**config.mk**
```make
export PLATFORM = sky130hd
export DESIGN_NAME = arith8_sweep_ctrl
export DESIGN_NICKNAME = d
export VERILOG_FILES = /design/src/rtl/arith8_sweep_ctrl.sv
export SDC_FILE = /design/constraint.sdc
export NUM_CORES = 1
export LEC_CHECK = 0
export BUFFER_PORTS_ARGS = -buffer_cell sky130_fd_sc_hd__buf_2
export CORE_MARGIN = 2
export CORE_UTILIZATION = 35
export CTS_CLUSTER_DIAMETER = 80
export DETAILED_ROUTE_END_ITERATION = 7
export PLACE_DENSITY_LB_ADDON = 0.3
export SLEW_MARGIN = 20
export SYNTH_ARGS = -nofsm -noshare
export SYNTH_HDL_FRONTEND = slang
export SYNTH_SLANG_ARGS = --single-unit
```
**constraint.sdc**
```tcl
create_clock -name clk -period 2.2 [get_ports clk]
set_input_delay 0.11 -clock clk [delete_from_list [all_inputs] [get_ports clk]]
set_output_delay 0.11 -clock clk [all_outputs]
set_load 0.01 [all_outputs]
```
**src/rtl/arith8_sweep_ctrl.sv**
```systemverilog
// Sweep sequencer for the 8-bit arithmetic core: add, sub, div, mul on one operand pair.
// Optional divide-by-zero flagging is enabled with `define ARITH8_DIVZ_CHECK_EN.
module arith8_sweep_ctrl #(
  parameter int unsigned SETTLE_CYC = 1
) (
  input  logic       clk,
  input  logic       rst_n,
  input  logic       start,
  input  logic [7:0] din_a,
  input  logic [7:0] din_b,
  input  logic [7:0] core_y,
  output logic [7:0] core_a,
  output logic [7:0] core_b,
  output logic [1:0] core_sel,
  output logic       busy,
  output logic       res_valid,
  input  logic       res_ready,
  output logic [7:0] res_data,
  output logic [1:0] res_op,
  output logic       res_err,
  output logic       done
);

  // Counter holds remaining SETTLE cycles minus one; a setting of 0 acts as 1.
  localparam logic [3:0] SETTLE_LOAD = (SETTLE_CYC == 0) ? 4'd0 : 4'(SETTLE_CYC - 1);

  typedef enum logic [1:0] {
    IDLE,
    SETTLE,
    OUT
  } state_t;

  state_t     state_q, state_d;
  logic [3:0] cnt_q, cnt_d;
  logic [7:0] core_a_q, core_a_d;
  logic [7:0] core_b_q, core_b_d;
  logic [1:0] core_sel_q, core_sel_d;
  logic       res_valid_q, res_valid_d;
  logic [7:0] res_data_q, res_data_d;
  logic [1:0] res_op_q, res_op_d;
  logic       res_err_q, res_err_d;
  logic       done_q, done_d;

  always_comb begin
    state_d     = state_q;
    cnt_d       = cnt_q;
    core_a_d    = core_a_q;
    core_b_d    = core_b_q;
    core_sel_d  = core_sel_q;
    res_valid_d = res_valid_q;
    res_data_d  = res_data_q;
    res_op_d    = res_op_q;
    res_err_d   = res_err_q;
    done_d      = 1'b0;

    case (state_q)
      IDLE: begin
        if (start) begin
          core_a_d   = din_a;
          core_b_d   = din_b;
          core_sel_d = 2'd0;
          cnt_d      = SETTLE_LOAD;
          state_d    = SETTLE;
        end
      end
      SETTLE: begin
        if (cnt_q == '0) begin
`ifdef ARITH8_DIVZ_CHECK_EN
          if (core_sel_q == 2'd2 && core_b_q == '0) begin
            res_data_d = 8'hFF;
            res_err_d  = 1'b1;
          end else begin
            res_data_d = core_y;
            res_err_d  = 1'b0;
          end
`else
          res_data_d = core_y;
          res_err_d  = 1'b0;
`endif
          res_op_d    = core_sel_q;
          res_valid_d = 1'b1;
          state_d     = OUT;
        end else begin
          cnt_d = cnt_q - 4'd1;
        end
      end
      OUT: begin
        if (res_ready) begin
          res_valid_d = 1'b0;
          if (core_sel_q != 2'd3) begin
            core_sel_d = core_sel_q + 2'd1;
            cnt_d      = SETTLE_LOAD;
            state_d    = SETTLE;
          end else begin
            done_d  = 1'b1;
            state_d = IDLE;
          end
        end
      end
      default: state_d = IDLE;
    endcase
  end

  always_ff @(posedge clk or negedge rst_n) begin
    if (!rst_n) begin
      state_q     <= IDLE;
      cnt_q       <= '0;
      core_a_q    <= '0;
      core_b_q    <= '0;
      core_sel_q  <= '0;
      res_valid_q <= 1'b0;
      res_data_q  <= '0;
      res_op_q    <= '0;
      res_err_q   <= 1'b0;
      done_q      <= 1'b0;
    end else begin
      state_q     <= state_d;
      cnt_q       <= cnt_d;
      core_a_q    <= core_a_d;
      core_b_q    <= core_b_d;
      core_sel_q  <= core_sel_d;
      res_valid_q <= res_valid_d;
      res_data_q  <= res_data_d;
      res_op_q    <= res_op_d;
      res_err_q   <= res_err_d;
      done_q      <= done_d;
    end
  end

  assign core_a    = core_a_q;
  assign core_b    = core_b_q;
  assign core_sel  = core_sel_q;
  assign busy      = (state_q != IDLE);
  assign res_valid = res_valid_q;
  assign res_data  = res_data_q;
  assign res_op    = res_op_q;
  assign res_err   = res_err_q;
  assign done      = done_q;

endmodule

```
==> results.md, run 1 <==
* Outcome: completed
* Wire per inst at 13.0 microns
* Clk slew on worst S/H paths at 0.07 ns
* Skew final at 0.00405 ns
* All-Layer GR Usage at 12.6%
* Clock latency on the worst-skew pair at 0.28 ns
* Gate Count Post-Synth at 106
* Mean Syn Cell Area at 14.4 sq um
* VDD IR max at 0.618 mV
* Layout area overhead at 28.9%
* Core area at 4260 sq um
* Sinks on Clock Net at 36
* HPWL after detailed placement at 2130 microns
* Vias in the first global route at 1014
* Initial Util at 35.8%
* Initial antenna violation count at 0
* Critical path endpoint category: flop
* Syn Nets at 136
* Die Y at 70.0 microns
* Die X at 70.0 microns
* Worst path cell trace: inv_1 -> ha_1 -> nor3b_2 -> and3_1 -> mux2_2
* Cell Count, Final, Fillers Out at 221
* Synth Cell Area at 1530 sq um
* Io pins at 60
* Clock root buffer master: clkbuf_8
* Total number of vias at 1033
* Synth Warn # at 0
* CP max FO at 11
* Power Dens Cells at 1430 nW/um^2
* Largest net degree at the start of global routing at 37
* Leakage power total at 1.01 nW
* CTS tree: yes
* Async set-reset flop share out of synthesis at 100%
* Crit path launch type: flop
* Vias/cell at 4.67
* Worst EP required at 2.37 ns
* Setup_tns at 0 ns
* First drt pass iteration count at 4
* Clock Path Buffers at 2
* Post-placement worst setup slack at 0.217 ns
* Register area share after synthesis at 59.0%
* Gr ovfl total at 0
* Worst stage delay on the critical path at 0.51 ns
* CP max stage cell: and3_1
* Placed Instances at 212
* # DRC at 0
* GPL Wtd Cong at 0.750
* RSZ-0062 raised after global routing: no
* Htree depth at 2
* Worst Hold Class: in -> reg
* Row count at 24
* Postcts setup bufs at 0
* First DRT Iteration DRCs at 22
* Final Setup Violations at 0
* Fin crit share at 90.3%
* PortBufs at 58
* Die area at 4910 sq um
* Global-route wire length before repair at 4730 microns
* Arrival @ worst endpoint at 2.15 ns
* Delay-heaviest family, CP: simple AND/OR/NAND/NOR gates
* Final Total Pwr at 2.81 mW
* Tmin final at 1.99 ns
* Max-Cap Viols at 0
* Least-Margin Pin Slew at 0.972 ns
* Top FF cell, synth: dfrtp_1
* EDFF count, synth at 0
* Setup slack after layout at 0.214 ns
* Hold Fails Final Rpt at 0
* FMAX at 504 MHz
* Share of layout cells above drive strength 1 at 57.4%
* Remaining antenna violation count at 0
* N_diodes at 0
* CTS Buf Count at 5
* Max Slew Vio Count at 0
* NumNets Final at 198
* CP Class: reg -> reg
* Buf/Inv on CP at 1
* FF+latch count, synth at 36
* Slew HR at 35.2%
* Total Wirelength at 2880 microns
* Post-synthesis cell type count at 27
per-stage QoR:
stage | utilization [%] | hold WS, ns | cell area [sq um]
after floorplan | - | -0.186 | 1530
after global placement | 43.0 | 0.227 | 1830
after detailed placement | 43.0 | 0.239 | 1830
after CTS | 46.2 | 0.0470 | 1970
after global routing | 46.2 | 0.0376 | 1970
final | 46.2 | 0.0538 | 1970
path summary, 6_finish.rpt:
path                              to  cells past startpoint      start  slack (ns)
max                        res_op[1]                      5   cnt_q[0]        0.21
min                        core_b[7]                      2   din_b[7]        0.05
max reg2reg                res_op[1]                      5   cnt_q[0]        0.21
min reg2reg                core_b[6]                      1  core_b[6]        0.50
max in group asynchronous  core_a[7]                      2      rst_n        1.27
min in group asynchronous  core_b[6]                      2      rst_n        0.45
cell type report:
type / instances / area, sq um
Inverter: 6 / 22.5
Multi-Input combinational cell: 59 / 546
Timing Repair Buffer: 60 / 308
Clock buffer: 7 / 96.3
Tap cell: 52 / 65.1
Sequential cell: 36 / 901
Clock inverter: 1 / 30.0
Fill cell: 400 / 2300
flip-flops by register name (all words and copies together) (netlist names):
name / count
core_sel: 2
res_valid: 1
res_data: 8
core_a: 8
cnt_q: 4
res_op: 2
done: 1
core_b: 8
state_q: 2
repair_timing:
| item | in CTS | in global routing |
|---|---|---|
| hold buffers | 1 | 0 |
| hold endpoints to repair | 36 | 0 |
| resized for setup | 0 | 0 |
cells in the final DEF (no fill, tap or decap), types with 2 or more instances in the layout:
| cell type | synthesis | layout |
|---|---|---|
| nand2_1 | 4 | 4 |
| mux2_4 | 7 | 7 |
| mux2i_1 | 3 | 3 |
| nor2_1 | 2 | 2 |
| nor3_1 | 2 | 2 |
| or2_2 | 2 | 2 |
| inv_1 | 6 | 6 |
| buf_2 | 0 | 58 |
| o22ai_1 | 3 | 3 |
| ha_1 | 2 | 2 |
| dfrtp_1 | 36 | 36 |
| o21ai_0 | 3 | 3 |
| clkbuf_8 | 0 | 7 |
| mux2_2 | 19 | 19 |
metal layers:
metal / vias up / global-route usage, % / share of wire [%]
li1: 492 / - / -
met1: 503 / 14.8 / 42
met2: 34 / 20.4 / 51
met3: 4 / 5.48 / 5.9
met4: 0 / 4.49 / 1.0
met5: - / 0 / 0
logic make-up (layout without fill, tap and decap cells):
logic type	count (synthesis)	after routing	share of synthesized area, %
buffers and inverters	11	74	5.25
and+or+nand+nor	17	17	6.64
adders and majority gates	2	2	1.64
DFF	36	36	59.0
AOI/OAI and AO/OA	10	10	4.34
other	1	1	0.246
muxes	29	29	22.9
report_power, final:
group	leakage [nW]	switching, mW	internal [mW]
combinational	0.506	0.490	0.575
sequential	0.441	0.170	0.947
clock	0.0645	0.223	0.400
total	1.01	0.884	1.92
Yosys cell counts (2+ instances only):
cell type,n,area share (%)
o22ai_1,3,1.2
o21ai_0,3,0.98
buf_4,2,0.98
buf_6,2,1.5
nor3_1,2,0.66
mux2_2,19,14
nand2_1,4,0.98
or2_2,2,0.82
mux2i_1,3,2.0
dfrtp_1,36,59
mux2_4,7,6.9
nor2_1,2,0.49
ha_1,2,1.6
inv_1,6,1.5
Power figures use the tool's default switching activity.
==> inputs of run 2 (changes only) <==
- clock period: 2.2 -> 2.15 ns (I/O delays scaled with it)
==> run 2 against run 1 <==
Against the previous run:
- die area unchanged
- largest power group is now combinational logic
- largest cell class unchanged
- critical path type unchanged
- flip-flop and latch count unchanged
- highest routed layer unchanged
- cell area decreased by 0.25%
==> results.md, run 2 (same netlist as run 1, synthesis figures left out) <==
* Worst path cell trace: inv_1 -> ha_1 -> nor3b_2 -> and3_1 -> mux2_2
* All-Layer GR Usage at 12.5%
* CP max stage cell: and3_1
* Fin crit share at 91.5%
* FMAX at 508 MHz
* Core area at 4260 sq um
* Clock Path Buffers at 2
* Worst stage delay on the critical path at 0.51 ns
* Slew HR at 47.8%
* Vias/cell at 4.61
* Least-Margin Pin Slew at 0.783 ns
* NetSw at 0.914 mW
* Worst EP required at 2.31 ns
* Hold Fails Final Rpt at 0
* Reg-to-reg endpoint: res_data[5]
* Critical path endpoint category: flop
* P_int at 1.85 mW
* Worst Setup EP: res_data[5]
* Max-Cap Viols at 0
* RSZ-0062 raised after global routing: no
* Most frequent cells in the layout: buf_2, dfrtp_1, mux2_2
* Initial antenna violation count at 0
* Io pins at 60
* Remaining antenna violation count at 0
* Share of layout cells above drive strength 1 at 57.3%
* Clk slew on worst S/H paths at 0.07 ns
* Outcome: completed
* Tmin final at 1.97 ns
* Final Setup Violations at 0
* Max Slew Vio Count at 0
* PortBufs at 58
* Sinks on Clock Net at 36
* CTS Buf Count at 5
* # DRC at 0
* Arrival @ worst endpoint at 2.13 ns
* Post-DP Area at 1860 sq um
* Total number of vias at 1029
* CP Class: reg -> reg
* Skew final at 0.00413 ns
* Sequential power share at 40.7%
* Clock latency on the worst-skew pair at 0.28 ns
* Power Dens Cells at 1410 nW/um^2
* Postcts setup bufs at 0
* CP startpoint: cnt_q[0]
* CTS tree: yes
* Reg2Reg Setup Slack at 0.18 ns
* NumNets Final at 200
* Resize count post-CTS at 0
* Reg2Reg Depth at 5
* Comb power frac at 41.7%
* CP max FO at 11
* Post-route cell area at 1960 sq um
* Hold Buf Count CTS at 1
* Die Y at 70.0 microns
* N_diodes at 0
* Largest net degree at the start of global routing at 37
* Global-route wire length before repair at 4770 microns
* Vias in the first global route at 1052
* Row count at 24
* Initial Util at 35.8%
* HPWL after detailed placement at 2190 microns
* Layout area overhead at 28.6%
* Clock Power Share at 17.5%
* Worst Hold Class: in -> reg
* Placed Instances at 214
* First drt pass iteration count at 4
* GPL Wtd Cong at 0.716
* Crit path launch type: flop
* Leakage power total at 1.01 nW
* Total Wirelength at 2930 microns
* Setup_tns at 0 ns
* Die X at 70.0 microns
* Sw Ratio at 33.1%
* Commonest non-fill, non-tap cell in the layout: buf_2
* Wire per inst at 13.2 microns
* FF-to-FF Start: cnt_q[0]
* Clock root buffer master: clkbuf_8
* Die area at 4910 sq um
* First DRT Iteration DRCs at 5
* VDD IR max at 0.582 mV
* Cell Count, Final, Fillers Out at 223
* Gr ovfl total at 0
* Htree depth at 2
-- run 2: how the worst min path moves through the flow --
stage	cells past startpoint	startpoint	slack, ns	endpoint
after floorplan	0	rst_n	-0.19	cnt_q[0]
after global placement	1	rst_n	0.22	done
after detailed placement	1	rst_n	0.24	done
after CTS	2	din_b[0]	0.04	core_b[0]
after global routing	2	din_a[3]	0.04	core_a[3]
final	2	din_b[0]	0.05	core_b[0]
-- run 2: power groups by stage --
stage,logic [mW],clock network (mW),registers (mW)
floorplan,0.618,0,1.27
detailed placement,1.17,0,1.13
global route,1.25,0.542,1.17
finish,1.15,0.484,1.13
CTS,1.17,0.502,1.13
global placement,1.13,0,1.13
-- run 2: final cells by class --
type / instances / area [sq um]
fillers: 421 / 2300
inverters: 6 / 22.5
flip-flops and latches: 36 / 901
clock inverters: 1 / 7.51
clock buffers: 7 / 86.3
multi-input cells: 59 / 546
well taps: 52 / 65.1
repair buffers: 62 / 335
-- run 2: metrics by stage --
stage	util, %	setup slack (ns)	power, mW	hold slack, ns
after floorplan	-	0.471	1.88	-0.188
after global placement	43.6	0.272	2.26	0.220
after detailed placement	43.6	0.182	2.31	0.236
after CTS	46.0	0.177	2.81	0.0414
after global routing	46.0	0.0879	2.95	0.0427
final	46.0	0.182	2.76	0.0527
-- run 2: critical path, delay by kind of cell, from the launching register on --
kind	cells	cell delay, ns
flip-flops	1	0.40
adder cells (fa/ha/maj)	1	0.19
buffers and inverters	1	0.06
AND/OR/NAND/NOR	2	0.79
multiplexers	1	0.40
-- run 2: per-layer routing --
| layer | vias up | routed length [microns] | global-route usage [%] |
|---|---|---|---|
| met1 | 493 | 1240 | 14.6 |
| li1 | 494 | - | - |
| met3 | 7 | 183 | 4.76 |
| met4 | 0 | 42 | 4.70 |
| met5 | - | 0 | 0 |
| met2 | 35 | 1470 | 20.7 |
